### src/rtl/multi_channel_join_stage_if.sv
// Handshake bundle for the multi-channel join stage: NCH joined input channels,
// one buffered output channel and the completed-transfer counter.
interface multi_channel_join_stage_if #(
   parameter int NCH   = 2,
   parameter int WIDTH = 8,
   parameter int CNTW  = 16
);
   logic [NCH-1:0]       in_valid;
   logic [NCH-1:0]       in_ready;
   logic [NCH*WIDTH-1:0] in_data;
   logic [1:0]           mode;
   logic                 out_valid;
   logic                 out_ready;
   logic [WIDTH-1:0]     out_data;
   logic [CNTW-1:0]      xfer_count;

   modport slave (
      input  in_valid, in_data, mode, out_ready,
      output in_ready, out_valid, out_data, xfer_count
   );

   modport master (
      output in_valid, in_data, mode, out_ready,
      input  in_ready, out_valid, out_data, xfer_count
   );
endinterface

### src/rtl/multi_channel_join_stage.sv
// Joins NCH ready/valid channels in lockstep, reduces their data bitwise and
// queues the result in a DEPTH-entry FIFO that drives one ready/valid consumer.
module multi_channel_join_stage #(
   parameter int NCH   = 2,
   parameter int WIDTH = 8,
   parameter int DEPTH = 2,
   parameter int CNTW  = 16
) (
   input logic                  C0,
   input logic                  reset,
   multi_channel_join_stage_if.slave bus
);

   localparam int PW = (DEPTH > 1) ? $clog2(DEPTH) : 1;
   localparam int CW = $clog2(DEPTH + 1);
   localparam logic [PW-1:0]   PTR_LAST  = PW'(DEPTH - 1);
   localparam logic [PW-1:0]   PTR_ONE   = {{(PW-1){1'b0}}, 1'b1};
   localparam logic [CW-1:0]   CNT_FULL  = CW'(DEPTH);
   localparam logic [CW-1:0]   CNT_ONE   = {{(CW-1){1'b0}}, 1'b1};
   localparam logic [CNTW-1:0] XFER_ONE  = {{(CNTW-1){1'b0}}, 1'b1};

   logic [WIDTH-1:0] r_mem [DEPTH];
   logic [PW-1:0]    r_wr_ptr;
   logic [PW-1:0]    r_rd_ptr;
   logic [CW-1:0]    r_count;
   logic [CNTW-1:0]  r_xfer;

   logic             w_space;
   logic             w_all_valid;
   logic             w_push;
   logic             w_pop;
   logic             w_out_valid;
   logic [NCH-1:0]   w_in_ready;
   logic [WIDTH-1:0] w_result_p0;

   function automatic logic [WIDTH-1:0] f_reduce(input logic [NCH*WIDTH-1:0] data,
                                                 input logic [1:0]           sel);
      logic [WIDTH-1:0] v_and;
      logic [WIDTH-1:0] v_or;
      logic [WIDTH-1:0] v_xor;
      v_and = '1;
      v_or  = '0;
      v_xor = '0;
      for (int i = 0; i < NCH; i++) begin
         v_and = v_and & data[i*WIDTH +: WIDTH];
         v_or  = v_or  | data[i*WIDTH +: WIDTH];
         v_xor = v_xor ^ data[i*WIDTH +: WIDTH];
      end
      case (sel)
         2'd0:    f_reduce = v_and;
         2'd1:    f_reduce = v_or;
         2'd2:    f_reduce = v_xor;
         default: f_reduce = data[WIDTH-1:0];
      endcase
   endfunction

   function automatic logic [PW-1:0] f_ptr_next(input logic [PW-1:0] p);
      f_ptr_next = (p == PTR_LAST) ? '0 : p + PTR_ONE;
   endfunction

   // Space comes from registered occupancy only, so out_ready never reaches in_ready.
   assign w_space     = (r_count < CNT_FULL);
   assign w_all_valid = &bus.in_valid;
   assign w_push      = w_all_valid & w_space;
   assign w_out_valid = (r_count != '0);
   assign w_pop       = w_out_valid & bus.out_ready;
   assign w_result_p0 = f_reduce(bus.in_data, bus.mode);

   // A channel's ready looks only at its peers, so all channels accept together.
   always_comb begin
      w_in_ready = '0;
      for (int i = 0; i < NCH; i++) begin
         w_in_ready[i] = w_space;
         for (int j = 0; j < NCH; j++) begin
            if (j != i) begin
               w_in_ready[i] = w_in_ready[i] & bus.in_valid[j];
            end
         end
      end
   end

   always_ff @(posedge C0) begin
      if (reset) begin
         for (int k = 0; k < DEPTH; k++) begin
            r_mem[k] <= '0;
         end
         r_wr_ptr <= '0;
         r_rd_ptr <= '0;
         r_count  <= '0;
         r_xfer   <= '0;
      end else begin
         if (w_push) begin
            r_mem[r_wr_ptr] <= w_result_p0;
            r_wr_ptr        <= f_ptr_next(r_wr_ptr);
         end
         if (w_pop) begin
            r_rd_ptr <= f_ptr_next(r_rd_ptr);
            r_xfer   <= r_xfer + XFER_ONE;
         end
         case ({w_push, w_pop})
            2'b10:   r_count <= r_count + CNT_ONE;
            2'b01:   r_count <= r_count - CNT_ONE;
            default: r_count <= r_count;
         endcase
      end
   end

   assign bus.in_ready   = w_in_ready;
   assign bus.out_valid  = w_out_valid;
   assign bus.out_data   = r_mem[r_rd_ptr];
   assign bus.xfer_count = r_xfer;

endmodule
### src/flat_wrapper.sv
// flat-port wrapper written by rule: the top's interface ports become plain ports
module multi_channel_join_stage_flat 
#(
   parameter int NCH   = 2,
   parameter int WIDTH = 8,
   parameter int DEPTH = 2,
   parameter int CNTW  = 16
)
  (C0, reset, bus_in_valid, bus_in_data, bus_mode, bus_out_ready, bus_in_ready, bus_out_valid, bus_out_data, bus_xfer_count);
  multi_channel_join_stage_if #(.NCH(NCH), .WIDTH(WIDTH), .CNTW(CNTW)) bus_i ();
  input logic C0;
  input logic reset;
  input wire logic [$bits(bus_i.in_valid)-1:0] bus_in_valid;
  input wire logic [$bits(bus_i.in_data)-1:0] bus_in_data;
  input wire logic [$bits(bus_i.mode)-1:0] bus_mode;
  input wire logic [$bits(bus_i.out_ready)-1:0] bus_out_ready;
  output wire logic [$bits(bus_i.in_ready)-1:0] bus_in_ready;
  output wire logic [$bits(bus_i.out_valid)-1:0] bus_out_valid;
  output wire logic [$bits(bus_i.out_data)-1:0] bus_out_data;
  output wire logic [$bits(bus_i.xfer_count)-1:0] bus_xfer_count;
  assign bus_i.in_valid = bus_in_valid;
  assign bus_i.in_data = bus_in_data;
  assign bus_i.mode = bus_mode;
  assign bus_i.out_ready = bus_out_ready;
  assign bus_in_ready = bus_i.in_ready;
  assign bus_out_valid = bus_i.out_valid;
  assign bus_out_data = bus_i.out_data;
  assign bus_xfer_count = bus_i.xfer_count;
  multi_channel_join_stage #(.NCH(NCH), .WIDTH(WIDTH), .DEPTH(DEPTH), .CNTW(CNTW)) u_core (.C0(C0), .reset(reset), .bus(bus_i));
endmodule
### config.mk
export PLATFORM = sky130hd
export DESIGN_NAME = multi_channel_join_stage_flat
export DESIGN_NICKNAME = d
export VERILOG_FILES = /design/src/rtl/multi_channel_join_stage_if.sv /design/src/rtl/multi_channel_join_stage.sv /design/src/flat_wrapper.sv
export SDC_FILE = /design/constraint.sdc
export NUM_CORES = 1
export LEC_CHECK = 0
export CAP_MARGIN = 20
export CORE_UTILIZATION = 49
export DETAILED_ROUTE_END_ITERATION = 8
export DONT_BUFFER_PORTS = 1
export PLACE_DENSITY = 0.66
export RECOVER_POWER = 25
export SLEW_MARGIN = 20
export SYNTH_ARGS = -nofsm -noshare
export SYNTH_HDL_FRONTEND = slang
export SYNTH_SLANG_ARGS = --single-unit
### constraint.sdc
create_clock -name C0 -period 1.6 [get_ports C0]
set_clock_uncertainty 0.2 [all_clocks]
set_input_delay 0.16 -clock C0 [delete_from_list [all_inputs] [get_ports C0]]
set_output_delay 0.16 -clock C0 [all_outputs]
set_load 0.005 [all_outputs]
# Word level (Yosys, flattened, before mapping)
# Memories as Yosys holds them, arrays and structs flattened. A register that Yosys moved wholly into a read port is not among the register bits.
# Index checks and enable logic that the tools add are counted.
[totals] mem_bits_rw=16 n_memories=1 word_cells=41 output_inout_bits=27 register_bits=20 input_bits=23
[memory_table] memory="u_core.r_mem" words=2 word_bits=8 read_ports=1 rd_ports_with_merged_regs=1 write_ports=2 line_no="multi_channel_join_stage.sv:22" source="logic [WIDTH-1:0] r_mem [DEPTH];"
[op_classes] muxes=14 reduce_logical=5 n_eq_ne=4 addsub=5 bitwise=7 order_cmp=1
[op_table] cell="8-bit case mux with 3 select lines" n=1
[op_table] cell="16-bit by 1-bit adder with 16-bit output, second input constant" n=1
[op_table] cell="1-bit two-way mux" n=11
[op_table] cell="8-bit AND" n=1
[op_table] cell="8-bit two-way mux" n=1
[op_table] cell="8-bit OR" n=1
[op_table] cell="8-bit OR reduction" n=1
[op_table] cell="8-bit bitwise XOR" n=1
[op_table] cell="1-bit AND" n=4
[op_table] cell="2-bit by 1-bit == test with 1-bit output, second input constant" n=2
[op_table] cell="2-bit == test, second input constant" n=2
[op_table] cell="2-bit case mux with 2 select lines" n=1
[op_table] cell="2-bit nonzero test" n=2
[op_table] cell="1-bit adder, second input constant" n=2
[op_table] cell="2-bit by 1-bit adder with 2-bit output, second input constant" n=1
[op_table] cell="2-bit zero test" n=1
[op_table] cell="2-bit less-than comparator, second input constant" n=1
[op_table] cell="2-bit AND reduction" n=1
[op_table] cell="2-bit by 1-bit subtractor with 2-bit output, second input constant" n=1

# Depth between registers and ports, before layout
[depth] ltp_word=7 depth_mapped=6 depth_no_buf=6

# Worst setup path before layout
# OpenSTA, ideal clock, no wires.
[synth_timing] kind="reg2reg" start="register u_core.r_count[0]" end="register u_core.r_count[1]" synth_period_minus_slack_ns=1.811 required_ns=1.330 n_path_buf=1 slack_ns=-0.211 setup_time_ns=0.070 arrival_ns=1.541 stages_incl_launch_ff=6 cell_sequence="dfxtp_1 o21a_1 clkbuf_1 ha_1 or3_1 a21oi_1"
[synth_via] elab_chain_len=4 elab_cells_between_ends=10 classes_between="add/sub (2); order compare (1); eq/ne (2); mux (1); bitwise (2); reduce/logical (2)"
[synth_lines] element="start: declaration" line_no="multi_channel_join_stage.sv:25" source="logic [CW-1:0] r_count;"
[synth_lines] element="start signal: assignment" line_no="multi_channel_join_stage.sv:101" source="2'b10: r_count <= r_count + CNT_ONE;"
[synth_lines] element="start signal: assignment" line_no="multi_channel_join_stage.sv:102" source="2'b01: r_count <= r_count - CNT_ONE;"
[synth_lines] element="start signal: assignment" line_no="multi_channel_join_stage.sv:103" source="default: r_count <= r_count;"
[synth_lines] element="2-bit nonzero test (*)" line_no="multi_channel_join_stage.sv:65" source="assign w_out_valid = (r_count != '0);"
[synth_lines] element="1-bit AND (*)" line_no="multi_channel_join_stage.sv:66" source="assign w_pop = w_out_valid & bus.out_ready;"
[synth_lines] element="via u_core.w_pop" line_no="multi_channel_join_stage.sv:31" source="logic w_pop;"
[synth_lines] element="2-bit by 1-bit == test with 1-bit output or 2-bit == test (tied branches)" line_no="multi_channel_join_stage.sv:100" source="case ({w_push, w_pop})"
[synth_lines] element="2-bit case mux with 2 select lines or 2-bit nonzero test (tied branches)"
# Mark *: on every way through the listed nets, which the timed path passes. The rest lies on a longest branch.
# A chain may end at the register's enable or synchronous reset.

==> metrics <==
number of cells in the finished layout apart from fillers 284; number of max-cap violations 0; count of H-tree levels built during CTS 2; number of buffer cells added on primary ports 0; area of the multi-input gates ~0.0012 mm2; Die Span X 68.25 um; worst slack after detailed placement -82.34 ps; clock buffer depth 2; area share of the largest cell type after synthesis approximately 22%; R2R setup slack -10 ps; wire length of the first global-routing pass roughly 7 mm; Min Clock Period, post-route about 1700 ps; CP cell instances dlygate4sd3_1 > nor2b_1 > mux2_1; average instance area after synthesis 10.75 um2; total DRC errors in the routed layout 0; category of the worst setup path capture point register; most instantiated library cell after synthesis sky130_fd_sc_hd__inv_1; critical path's largest stage delay approximately 1100 ps; clock slew seen by the registers of the worst setup and hold paths 70 ps; sequential area share after synthesis 41.88%; FF+latch count, synth 37; Core Area 0.004115 mm2; violated checks setup timing; number of enable-type register cells in the synthesized netlist 16; most frequent cells after synthesis 25 x sky130_fd_sc_hd__inv_1, 21 x sky130_fd_sc_hd__dfxtp_1, 18 x sky130_fd_sc_hd__ha_1, 18 x sky130_fd_sc_hd__nor2_1, 16 x sky130_fd_sc_hd__edfxtp_1; dominant delay contributor by cell family on the critical path buffers and inverters; crit share post-route 103.3%; class of the tightest hold or removal check input port to register; normalized max-slew margin 46.83%; Highest Clock Rate 0.6048 GHz; placed cells 268; final instance area ~0.0027 mm2; gr busiest metal met2; share of final-layout standard cells stronger than drive strength 1 between 30% and 40%; # setup viols final 5; buffers plus inverters on the worst setup path 1; maximum number of pins on one net before global-route repair 30; worst hold margin 40.62 ps; number of synthesis warnings 0; final critical-path setup slack -53.56 ps; die height 68.25 um; Syn-to-layout area delta 23.44%; cell at the slowest stage of the critical path sky130_fd_sc_hd__dlygate4sd3_1; GR Layer Usage met2 36.40%; data required time of the critical path 1570 ps; number of diodes 0; clock buffer count from CTS 5; Clock Root Buffer sky130_fd_sc_hd__clkbuf_8; final weighted congestion in routability-driven placement 0.7544; grt met1 use 23.51%; met3 Use GR under 10%; number of global-route vias before repair between 1500 and 2000; worst setup path category input port to register; Post-synth top flop sky130_fd_sc_hd__dfxtp_1; Syn Nets 241; Netlist Area Pre-Place 0.002151 mm2; post-route ant nets 0; Final Net Count 274; layout filler cell count 352; number of slew-limit violations in the final report 0; first-pass detailed-route iteration total 4; run status complete, but fails checks; distinct cell type count after synthesis 36; Die Area about 0.0047 mm2; clock latency on the worst-skew pair 280 ps; initial core utilization 52.27%; Total GRT Usage between 20% and 30%; count of vias placed by the detailed router between 1500 and 2000; Sequential cell area about 900 um2; final HPWL from detailed placement 3.229 mm; slew at the pin with the worst max-slew slack slightly below 800 ps; antenna violations before repair 0; total number of clock tree sinks 37; cells taking the most area after synthesis sky130_fd_sc_hd__edfxtp_1 22%, sky130_fd_sc_hd__dfxtp_1 20%, sky130_fd_sc_hd__ha_1 10%; Arrival @ worst endpoint 1630 ps; total length of routed wires 4.592 mm; cell taking the most area after synthesis sky130_fd_sc_hd__edfxtp_1; Congestion Overflow GR 0; element type at the critical path start input port; worst vdd rail ir drop 448.1 uV; number of rows created at floorplan 23; setup repair after global routing missed its margin true; power density cells 921.5 mW/mm2; Lkg Pwr roughly 1.1 nW; critical path peak fanout 19; detailed-route vias per instance around 5.4; Overall Power 2.447 mW; post-synthesis cell count 200; number of ports placed on the die boundary 50; Avg WL per Cell 16.17 um; async set-reset flop share out of synthesis 0%; CTS tree yes; placed inst area approximately 0.0024 mm2; final hold viol count 0; number of DRC markers after the initial detailed-route iteration 53
-- worst paths after layout --
kind | from | endpoint | cells after the start
min reg2reg | u_core.r_rd_ptr$_SDFFE_PP0P_ | u_core.r_rd_ptr$_SDFFE_PP0P_ | 2
min | bus_in_valid[0] | u_core.r_wr_ptr$_SDFFE_PP0P_ | 4
max reg2reg | u_core.r_count[1]$_SDFFE_PP0P_ | u_core.r_count[1]$_SDFFE_PP0P_ | 5
max | reset | u_core.bus.xfer_count[15]$_SDFFE_PP0P_ | 3
-- through the flow --
step	util, %	setup TNS (ps)
after floorplan	-	-174.3
after global placement	58.83	-80.51
after detailed placement	58.83	-147.4
after CTS	62.54	-0.3121
after global routing	64.52	-510.1
final	64.52	-107.2
-- layout make-up --
class,count,share of cell area [%]
Clock inverter,3,0.4713
Inverter,25,3.534
Multi-Input combinational cell,131,46.65
Timing Repair Buffer,33,9.755
Sequential cell,37,34.64
Clock buffer,5,2.592
Tap cell,50,2.356
-- where the power goes --
group	leakage, nW	switching [mW]	internal, mW
Combinational	0.741	0.268	0.375
Sequential	0.342	0.104	1.09
Clock	0.0430	0.313	0.293
Total	1.13	0.685	1.76
-- metal layers --
layer / vias up / wire length (um)
met4: 0 / 102
met1: 747 / 1915
met5: - / 0
met3: 11 / 261
met2: 36 / 2313
li1: 748 / -
-- tightest hold or removal path: cells and delay by family --
| kind | cells | cell delay [ps] |
|---|---|---|
| simple gates | 2 | 140 |
| buf+inv | 1 | 130 |
| xor+xnor | 1 | 50 |
-- layout by cell type, fill, tap and decap left out, types with 2 or more instances in the layout --
cell type and count:
sky130_fd_sc_hd__nor2_1 18, sky130_fd_sc_hd__clkbuf_8 5, sky130_fd_sc_hd__nand2_1 3, sky130_fd_sc_hd__ha_4 2, sky130_fd_sc_hd__mux2_2 9, sky130_fd_sc_hd__dfxtp_2 3, sky130_fd_sc_hd__clkinv_1 2, sky130_fd_sc_hd__nor3_1 2
sky130_fd_sc_hd__buf_4 24, sky130_fd_sc_hd__dlygate4sd3_1 6, sky130_fd_sc_hd__inv_1 25, sky130_fd_sc_hd__xor2_1 8, sky130_fd_sc_hd__o21ai_0 2, sky130_fd_sc_hd__nand4_1 5, sky130_fd_sc_hd__mux4_2 8, sky130_fd_sc_hd__and2_1 10
sky130_fd_sc_hd__clkbuf_1 2, sky130_fd_sc_hd__dfxtp_4 4, sky130_fd_sc_hd__ha_1 16, sky130_fd_sc_hd__dfxtp_1 14, sky130_fd_sc_hd__edfxtp_1 16, sky130_fd_sc_hd__nand2_2 2, sky130_fd_sc_hd__nor2b_1 12, sky130_fd_sc_hd__a21oi_1 3
sky130_fd_sc_hd__xnor2_1 4
-- flip-flops by register name, summed over array words and instances (netlist names), named ones only --
register and cells:
u_core.r_mem 16, u_core.r_wr_ptr 1, u_core.r_count 2, u_core.r_rd_ptr 1
u_core.bus.xfer_count 16
-- repair_timing --
action,4_1_cts,5_1_grt
setup endpoints to repair,6,16
pin swaps,8,10
setup buffers,1,1
gates resized for setup,6,16
endpoints found under the hold margin,21,19
hold buffers,5,1
-- cell families (layout without fill, tap and decap cells) --
family,Yosys count,in the layout,share of synthesized area (%)
compound gates,12,12,3.898
xor+xnor,13,13,5.294
fa+ha+maj,18,18,10.47
buf+inv,32,66,5.643
flops,37,37,41.88
mux,20,20,14.60
simple gates,68,68,18.21
Note: power is estimated with default switching activity, not from simulation.
